### src/rtl/alu_pkg.sv
// Shared constants and FSM state type for the ALU issue front end and the
// ALUOp/funct control decoder.
package alu_pkg;

  localparam logic [3:0] ALU_AND = 4'b0000;
  localparam logic [3:0] ALU_OR  = 4'b0001;
  localparam logic [3:0] ALU_ADD = 4'b0010;
  localparam logic [3:0] ALU_SUB = 4'b0110;
  localparam logic [3:0] ALU_SLT = 4'b0111;
  localparam logic [3:0] ALU_NOP = 4'b1111;

  localparam logic [1:0] ALUOP_MEM = 2'b00;
  localparam logic [1:0] ALUOP_BR  = 2'b01;
  localparam logic [1:0] ALUOP_R   = 2'b10;

  typedef enum logic [1:0] {
    IDLE  = 2'd0,
    ISSUE = 2'd1,
    HOLD  = 2'd2
  } alu_state_e;

endpackage

### src/rtl/alu_control_decoder.sv
// Combinational ALUOp/funct3/funct7b5 to ALUControl decoder, shared with the
// single-cycle control path. Macro ALU_ISSUE_ILLEGAL_EN selects NOP for illegal codes.
module alu_control_decoder
  import alu_pkg::*;
(
  input  logic [1:0] reqAluOp,
  input  logic [2:0] reqFunct3,
  input  logic       reqFunct7b5,
  output logic [3:0] ALUControl,
  output logic       illegal
);

  logic [3:0] w_ctrl;

  always_comb begin
    w_ctrl  = ALU_ADD;
    illegal = 1'b0;
    case (reqAluOp)
      ALUOP_MEM: w_ctrl = ALU_ADD;
      ALUOP_BR:  w_ctrl = ALU_SUB;
      ALUOP_R: begin
        case (reqFunct3)
          3'b000:  w_ctrl = reqFunct7b5 ? ALU_SUB : ALU_ADD;
          3'b111:  w_ctrl = ALU_AND;
          3'b110:  w_ctrl = ALU_OR;
          3'b010: begin
            if (reqFunct7b5) illegal = 1'b1;
            else             w_ctrl  = ALU_SLT;
          end
          default: illegal = 1'b1;
        endcase
      end
      default: illegal = 1'b1;
    endcase
  end

  // Illegal codes either force a NOP (ALU returns zero) or fall through as add.
  always_comb begin
    ALUControl = w_ctrl;
    if (illegal) begin
`ifdef ALU_ISSUE_ILLEGAL_EN
      ALUControl = ALU_NOP;
`else
      ALUControl = ALU_ADD;
`endif
    end
  end

endmodule

### src/rtl/alu_issue_unit.sv
// Sequential front end for the external combinational ALU: request handshake,
// decode, registered operands, captured response. Macro ALU_ISSUE_ILLEGAL_EN adds rspIllegal.
module alu_issue_unit
  import alu_pkg::*;
#(
  parameter int WIDTH     = 64,
  parameter int CNT_WIDTH = 16
) (
  input  logic                 clk,
  input  logic                 rst_n,
  input  logic                 reqValid,
  output logic                 reqReady,
  input  logic [1:0]           reqAluOp,
  input  logic [2:0]           reqFunct3,
  input  logic                 reqFunct7b5,
  input  logic [WIDTH-1:0]     reqA,
  input  logic [WIDTH-1:0]     reqB,
  output logic [WIDTH-1:0]     a,
  output logic [WIDTH-1:0]     b,
  output logic [3:0]           ALUControl,
  input  logic [WIDTH-1:0]     result,
  input  logic                 carryOut,
  input  logic                 zero,
  output logic                 rspValid,
  input  logic                 rspReady,
  output logic [WIDTH-1:0]     rspResult,
  output logic                 rspCarry,
  output logic                 rspZero,
`ifdef ALU_ISSUE_ILLEGAL_EN
  output logic                 rspIllegal,
`endif
  output logic [CNT_WIDTH-1:0] issueCount,
  output alu_state_e           dbgState
);

  // Handshakes: a transfer happens on a rising edge where valid && ready.
  // reqReady is high in IDLE, and in HOLD only while rspReady is high, so a
  // response drain and the next accept can share one edge.

  alu_state_e           r_state;
  alu_state_e           w_next_state;
  logic                 w_accept;
  logic [3:0]           w_ctrl;
  logic                 w_illegal;
  logic [WIDTH-1:0]     r_a;
  logic [WIDTH-1:0]     r_b;
  logic [3:0]           r_ctrl;
  logic [WIDTH-1:0]     r_rsp_result;
  logic                 r_rsp_carry;
  logic                 r_rsp_zero;
  logic [CNT_WIDTH-1:0] r_cnt;

  alu_control_decoder u_dec (
    .reqAluOp    (reqAluOp),
    .reqFunct3   (reqFunct3),
    .reqFunct7b5 (reqFunct7b5),
    .ALUControl  (w_ctrl),
    .illegal     (w_illegal)
  );

  assign reqReady = (r_state == IDLE) || ((r_state == HOLD) && rspReady);
  assign w_accept = reqValid && reqReady;

  always_comb begin
    w_next_state = r_state;
    case (r_state)
      IDLE:    if (reqValid) w_next_state = ISSUE;
      ISSUE:   w_next_state = HOLD;
      HOLD:    if (rspReady) w_next_state = reqValid ? ISSUE : IDLE;
      default: w_next_state = IDLE;
    endcase
  end

  always_ff @(posedge clk or negedge rst_n) begin
    if (!rst_n) begin
      r_state      <= IDLE;
      r_a          <= '0;
      r_b          <= '0;
      r_ctrl       <= ALU_AND;
      r_rsp_result <= '0;
      r_rsp_carry  <= 1'b0;
      r_rsp_zero   <= 1'b0;
      r_cnt        <= '0;
    end else begin
      r_state <= w_next_state;
      if (w_accept) begin
        r_a    <= reqA;
        r_b    <= reqB;
        r_ctrl <= w_ctrl;
        r_cnt  <= r_cnt + 1'b1;
      end
      // The ALU has had the whole ISSUE cycle to settle on the registered inputs.
      if (r_state == ISSUE) begin
        r_rsp_result <= result;
        r_rsp_carry  <= carryOut;
        r_rsp_zero   <= zero;
      end
    end
  end

`ifdef ALU_ISSUE_ILLEGAL_EN
  logic r_illegal;
  logic r_rsp_illegal;

  always_ff @(posedge clk or negedge rst_n) begin
    if (!rst_n) begin
      r_illegal     <= 1'b0;
      r_rsp_illegal <= 1'b0;
    end else begin
      if (w_accept)           r_illegal     <= w_illegal;
      if (r_state == ISSUE)   r_rsp_illegal <= r_illegal;
    end
  end

  assign rspIllegal = r_rsp_illegal;
`else
  logic w_unused_illegal;
  assign w_unused_illegal = w_illegal;
`endif

  assign a          = r_a;
  assign b          = r_b;
  assign ALUControl = r_ctrl;
  assign rspValid   = (r_state == HOLD);
  assign rspResult  = r_rsp_result;
  assign rspCarry   = r_rsp_carry;
  assign rspZero    = r_rsp_zero;
  assign issueCount = r_cnt;
  assign dbgState   = r_state;

endmodule

### config.mk
export PLATFORM = sky130hd
export DESIGN_NAME = alu_issue_unit
export DESIGN_NICKNAME = d
export VERILOG_FILES = /design/src/rtl/alu_pkg.sv /design/src/rtl/alu_control_decoder.sv /design/src/rtl/alu_issue_unit.sv
export SDC_FILE = /design/constraint.sdc
export NUM_CORES = 1
export LEC_CHECK = 0
export ABC_CLOCK_PERIOD_IN_PS = 2220
export CAP_MARGIN = 20
export CORE_MARGIN = 5
export CORE_UTILIZATION = 35
export CTS_CLUSTER_SIZE = 40
export DETAILED_ROUTE_END_ITERATION = 7
export MAX_ROUTING_LAYER = met4
export PLACE_DENSITY = 0.82
export SYNTH_ARGS = -nofsm -noshare
export SYNTH_HDL_FRONTEND = slang
export SYNTH_SLANG_ARGS = --single-unit
### constraint.sdc
create_clock -name clk -period 2.22 [get_ports clk]
set_input_delay 0.333 -clock clk [delete_from_list [all_inputs] [get_ports clk]]
set_output_delay 0.333 -clock clk [all_outputs]
set_load 0.05 [all_outputs]
# Word-level counts from Yosys, hierarchy flattened
# Index checks and enable logic that the tools add are counted.
# W data, S select, Z words.
dict set report classes {
  addsub 1
  n_eq_ne 9
  muxes 12
  n_reduce_logical 9
}
# cell n
set op_table {}
lappend op_table {{$add A16 B1 Y16 const B} 1}
lappend op_table {{$pmux W4 S4} 1}
lappend op_table {{$pmux W4 S2} 1}
lappend op_table {{$eq A3 B3 Y1 const B} 2}
lappend op_table {{$mux W3} 2}
lappend op_table {{$pmux W2 S3} 1}
lappend op_table {{$eq A2 B1 Y1 const B} 2}
lappend op_table {{$eq A2 B2 Y1 const B} 2}
lappend op_table {{$logic_not A2 Y1} 2}
lappend op_table {{$mux W2} 2}
lappend op_table {{$mux W4} 1}
lappend op_table {{$pmux W1 S2} 2}
lappend op_table {{$eq A3 B2 Y1 const B} 1}
lappend op_table {{$logic_not A3 Y1} 1}
lappend op_table {{$reduce_or A3 Y1} 1}
lappend op_table {{$logic_and A1 B1 Y1} 2}
lappend op_table {{$mux W1} 2}
lappend op_table {{$ne A2 B1 Y1 const B} 1}
lappend op_table {{$ne A2 B2 Y1 const B} 1}
lappend op_table {{$reduce_and A2 Y1} 1}
lappend op_table {{$reduce_or A2 Y1} 1}
lappend op_table {{$logic_or A1 B1 Y1} 1}
dict set report totals {
  register_bits 216
  out_inout_bits 218
}

# Logic depth before layout (Yosys ltp)
dict set report depth {
  depth_word 5
  depth_mapped 6
  depth_no_buf 6
}

# Hierarchy
# A second synthesis with hierarchy kept.
dict set report unflattened {
  hier_cells 504
  area_unflattened_um2 8272.9
}
# module instances cells_each area_each_um2 seq_area_each_um2
set modules_own_cells {}
lappend modules_own_cells {alu_issue_unit 1 483 8124.0 5405.2}
lappend modules_own_cells {alu_control_decoder 1 21 148.9 0.0}

# Least setup slack after synthesis
# Ideal clock, no wire load.
dict set report synth_timing {
  path_kind {register to output}
  start {register r_state[1] (netlist: dbgState[1])}
  end {output reqReady}
  t_arrival_ps 1510
  slack_ps 377
  stages_incl_launch_ff 3
  cell_sequence {dfrtp_1 > and2b_4 > nor2_1}
}
dict set report synth_between {
  elab_chain_cells 3
}
# element line
set synth_lines {}
lappend synth_lines {{from (decl)} alu_issue_unit.sv:40} ;# alu_state_e r_state;
lappend synth_lines {{from (signal assigned)} alu_issue_unit.sv:85} ;# r_state <= w_next_state;
lappend synth_lines {{$eq A2 B2 Y1} alu_issue_unit.sv:61} ;# assign reqReady = (r_state == IDLE) || ((r_state == HOLD) && rspReady);
lappend synth_lines {{$logic_and A1 B1 Y1} alu_issue_unit.sv:61}
lappend synth_lines {{$logic_or A1 B1 Y1 *} alu_issue_unit.sv:61}
lappend synth_lines {{to (decl)} alu_issue_unit.sv:12} ;# output logic reqReady,
# Every way passes the cells marked *; elsewhere a longest branch is shown, timed or not.

# Final worst setup path
dict set report layout_timing {
  start {register r_cnt[0] (netlist: issueCount[0])}
  end {output issueCount[0]}
}
# element line
set layout_rtl {}
lappend layout_rtl {{from (decl)} alu_issue_unit.sv:51} ;# logic [CNT_WIDTH-1:0] r_cnt;
lappend layout_rtl {{from (signal assigned)} alu_issue_unit.sv:90} ;# r_cnt <= r_cnt + 1'b1;
lappend layout_rtl {{to (decl)} alu_issue_unit.sv:32} ;# output logic [CNT_WIDTH-1:0] issueCount,
# No word-level cell between the ends.

==> impl_metrics.csv <==
group,metric,value,unit
status,status,"complete, no violations",
power,worst_vdd_ir,0.828,mV
route,drc,0,
yosys,synth_cell_type_count,32,
placement,place_area,0.0134,mm2
critical_path,worstSetupPathType,"reg -> out",
yosys,postSynthCellCount,508,
global_routing,grt_remaining_overflow,0,
final_layout,num-fill-cells,1902,
die,chipWidth,168,um
sta,whs,0.398,ns
route,first_pass_iters,4,
sta,setup_skew_after_layout,0.00836,ns
cts,cts_made_buffers,23,
critical_path,timing.rr.end,"a[5]$_DFFE_PN0P_",
critical_path,worstPathMaxFanout,5,
global_routing,grtUsageTotal,17.6,%
route,detail-route-antenna-nets,0,
critical_path,timing.critical_path.required,1.89,ns
cts,clock_insertion_delay_worst_skew,0.50,ns
cts,cts.repair_timing.setup_buffer_count,0,
die,top_level_ports,422,
cts,ctsLongestPathBuffers,3,
yosys,synth-seq-area-share,61.8,%
sta,timing.final.crit_period,2.17,ns
sta,worst_max_slew_pin_slew,0.586,ns
cts,numClockSinks,215,
final_layout,n_antenna_cell,0,
placement,place.detailed.hpwl,19200,um
sta,relSlewSlack,60.8,%
critical_path,crit_buf_inv,1,
run,max_cap_viol_count,0,
die,initial_utilization,35.7,%
cts,tritoncts_clock_tree,"built",
route,avgRoutedWirePerCell,19.7,um
critical_path,worst-r2r-cell-count,5,
yosys,syn_avg_cell_area,17.1,um2
critical_path,crit-reg2reg-launch,"dbgState[0]$_DFFE_PN0P_",
route,vias,5877,
die,die_area,0.0281,mm2
global_routing,grt_max_degree,60,
yosys,syn-num-nets,716,
die,die_height,168,um
critical_path,crit_arrival,1.84,ns
cts,ctsRootBufferMaster,"clkbuf_16",
critical_path,setup.worst_path.end_class,"primary output",
final_layout,final_net_count,1160,
placement,io_buffer_count,420,
sta,final-hold-violation-count,0,
route,routed_via_density,4.56,
final_layout,syn2layout_area_growth,62.4,%
power,static-leakage-power,6.07,nW
yosys,ys_ff_latch,215,
sta,max_freq,0.460,GHz
power,power-per-cell-area,1310,mW/mm2
sta,fin_crit_sh,97.9,%
global_routing,grt_pass1_vias,6595,
final_layout,fin_area,0.0141,mm2
final_layout,multi_input_area,0.00310,mm2
critical_path,worstPathCellList,"clkdlybuf4s50_1",
critical_path,regToRegSetupSlack,0.46,ns
yosys,synth.cell_area,0.00871,mm2
die,rows,57,
sta,fin_tns_setup,0,ns
final_layout,drive_gt1_share,26.8,%
critical_path,cp_slowest_cell,"clkdlybuf4s50_1",
cts,cts_max_level,1,
final_layout,sequential_cell_area,0.00538,mm2
sta,finalMaxSlewViolations,0,
placement,routabilityCongestion,0.816,
route,detailedRoute.firstIterationViolations,267,
critical_path,delay_of_the_slowest_critical_path_stage,0.87,ns
hold_path,min-delay-path-class,"in -> async",
sta,rsz0062_at_grt,"false",
global_routing,antenna_violations_before_repair,0,
die,placeableCoreArea,0.0244,mm2
sta,setup_violations,0,
yosys,synthesis.yosys.warnings,0,
critical_path,cpLargestDelayFamily,"buffers and inverters",
critical_path,critPathLaunchType,"register",
global_routing,global_route_wire_length_before_repair,38600,um
route,drt_wl_total,25400,um
cts,cts.clk_slew.worst_paths,0.06,ns
-- power breakdown --
| group | total (mW) | internal, mW | switching, mW |
|---|---|---|---|
| Sequential | 5.77 | 5.06 | 0.707 |
| Clock | 3.69 | 2.21 | 1.48 |
| Combinational | 9.10 | 3.58 | 5.52 |
| Total | 18.6 | 10.8 | 7.71 |
-- cells in the mapped netlist --
library cell	count	area, um2
nor3_2	3	30.0
mux2_2	84	946
dfrtp_1	215	5380
conb_1	1	3.75
nor2_4	1	11.3
xor2_1	4	35.0
buf_4	4	30.0
o21ai_1	1	5.00
nor2_1	4	15.0
and2b_4	1	10.0
buf_6	14	158
a21oi_1	2	10.0
nand2b_1	3	18.8
a211o_1	1	8.76
buf_2	5	25.0
o2111ai_1	1	8.76
and3_1	1	6.26
mux2_1	1	11.3
nand4_1	4	25.0
ha_1	4	50.1
nand2_1	8	30.0
nor2b_1	2	12.5
nor3b_1	1	7.51
mux2_4	110	1650
and4_1	2	17.5
nor4_1	1	6.26
xnor2_1	12	105
nand2b_4	1	13.8
nand3_1	7	35.0
a31oi_1	1	6.26
inv_1	5	18.8
o21ai_0	4	20.0
-- layout make-up --
| class | count | area share [%] |
|---|---|---|
| Inverter | 5 | 0.133 |
| Sequential cell | 215 | 38.0 |
| Multi-Input combinational cell | 265 | 21.9 |
| Timing Repair Buffer | 442 | 31.9 |
| Tap cell | 324 | 2.87 |
| Clock inverter | 6 | 0.389 |
| Clock buffer | 33 | 4.76 |
-- state kept, by name, summed over array words and instances, names as in the netlist --
signal and flops:
dbgState 2, rspResult 64, issueCount 16, ALUControl 3
rspZero 1, rspCarry 1, a 64, b 64
-- metrics by stage --
| stage | power [mW] | utilization, % | setup WS, ns | instances |
|---|---|---|---|---|
| after floorplan | 11.6 | - | 0.377 | 508 |
| after global placement | 14.8 | 55.0 | 0.133 | 1250 |
| after detailed placement | 15.0 | 55.0 | 0.102 | 1250 |
| after CTS | 18.8 | 58.0 | 0.0218 | 1290 |
| after global routing | 19.3 | 58.0 | 0.0120 | 1290 |
| final | 18.6 | 58.0 | 0.0459 | 1290 |
-- how the worst max path moves through the flow --
stage	start	endpoint	slack, ns	depth (start not counted)
6_report	issueCount[0]$_DFFE_PN0P_	issueCount[0]	0.05	1
3_3_place_gp	rspReady	b[18]$_DFFE_PN0P_	0.13	6
2_1_floorplan	dbgState[1]$_DFFE_PN0P_	reqReady	0.38	2
5_1_grt	dbgState[0]$_DFFE_PN0P_	dbgState[0]	0.01	1
3_5_place_dp	rspReady	a[9]$_DFFE_PN0P_	0.10	6
4_1_cts	dbgState[0]$_DFFE_PN0P_	dbgState[0]	0.02	1
-- cells in the final DEF, fill, tap and decap left out --
master             n
nor2_4             1
clkdlybuf4s50_1  417
mux2_2            84
nor2b_1            2
nand2_1            8
o21ai_0            4
bufinv_16          1
nor3_2             3
dlygate4sd2_1      1
mux2_1             1
clkbuf_1           4
a21oi_1            2
mux2_4           110
clkinv_2           5
ha_1               4
nor3b_1            1
nand2b_4           1
and4_1             2
nand3_1            7
buf_12            11
a31oi_1            1
buf_4             11
xnor2_1           12
inv_1              5
nor4_1             1
o21ai_1            1
nand2b_1           2
xor2_1             4
conb_1             1
nand4_1            4
and2b_4            1
a211o_1            1
o2111ai_1          1
dlygate4sd3_1      1
clkbuf_16         23
clkbuf_8           7
and3_1             1
dfrtp_1          215
nand2b_2           1
nor2_1             4
-- timing repair --
item / in CTS / in global routing
hold buffers: 1 / 0
endpoints found under the hold margin: 53 / 0
setup endpoints to repair: 1 / 0
resized for setup: 1 / 0
-- kinds of logic after synthesis --
| logic type | Yosys count | synth area share [%] |
|---|---|---|
| AOI/OAI and AO/OA | 10 | 0.675 |
| xor gates and xnor gates | 16 | 1.61 |
| adders and majority gates | 4 | 0.574 |
| buffers and inverters | 28 | 2.66 |
| DFF | 215 | 61.8 |
| muxes | 195 | 29.9 |
| other | 1 | 0.0430 |
| and+or+nand+nor | 39 | 2.74 |
-- layer usage --
metal	global-route usage, %	share of wire, %	up-vias
li1	-	-	2665
met1	20.8	39	2922
met2	30.3	51	241
met3	3.96	6.4	49
met4	5.15	3.3	0
met5	-	0	-
(Power assumes the default switching activity.)
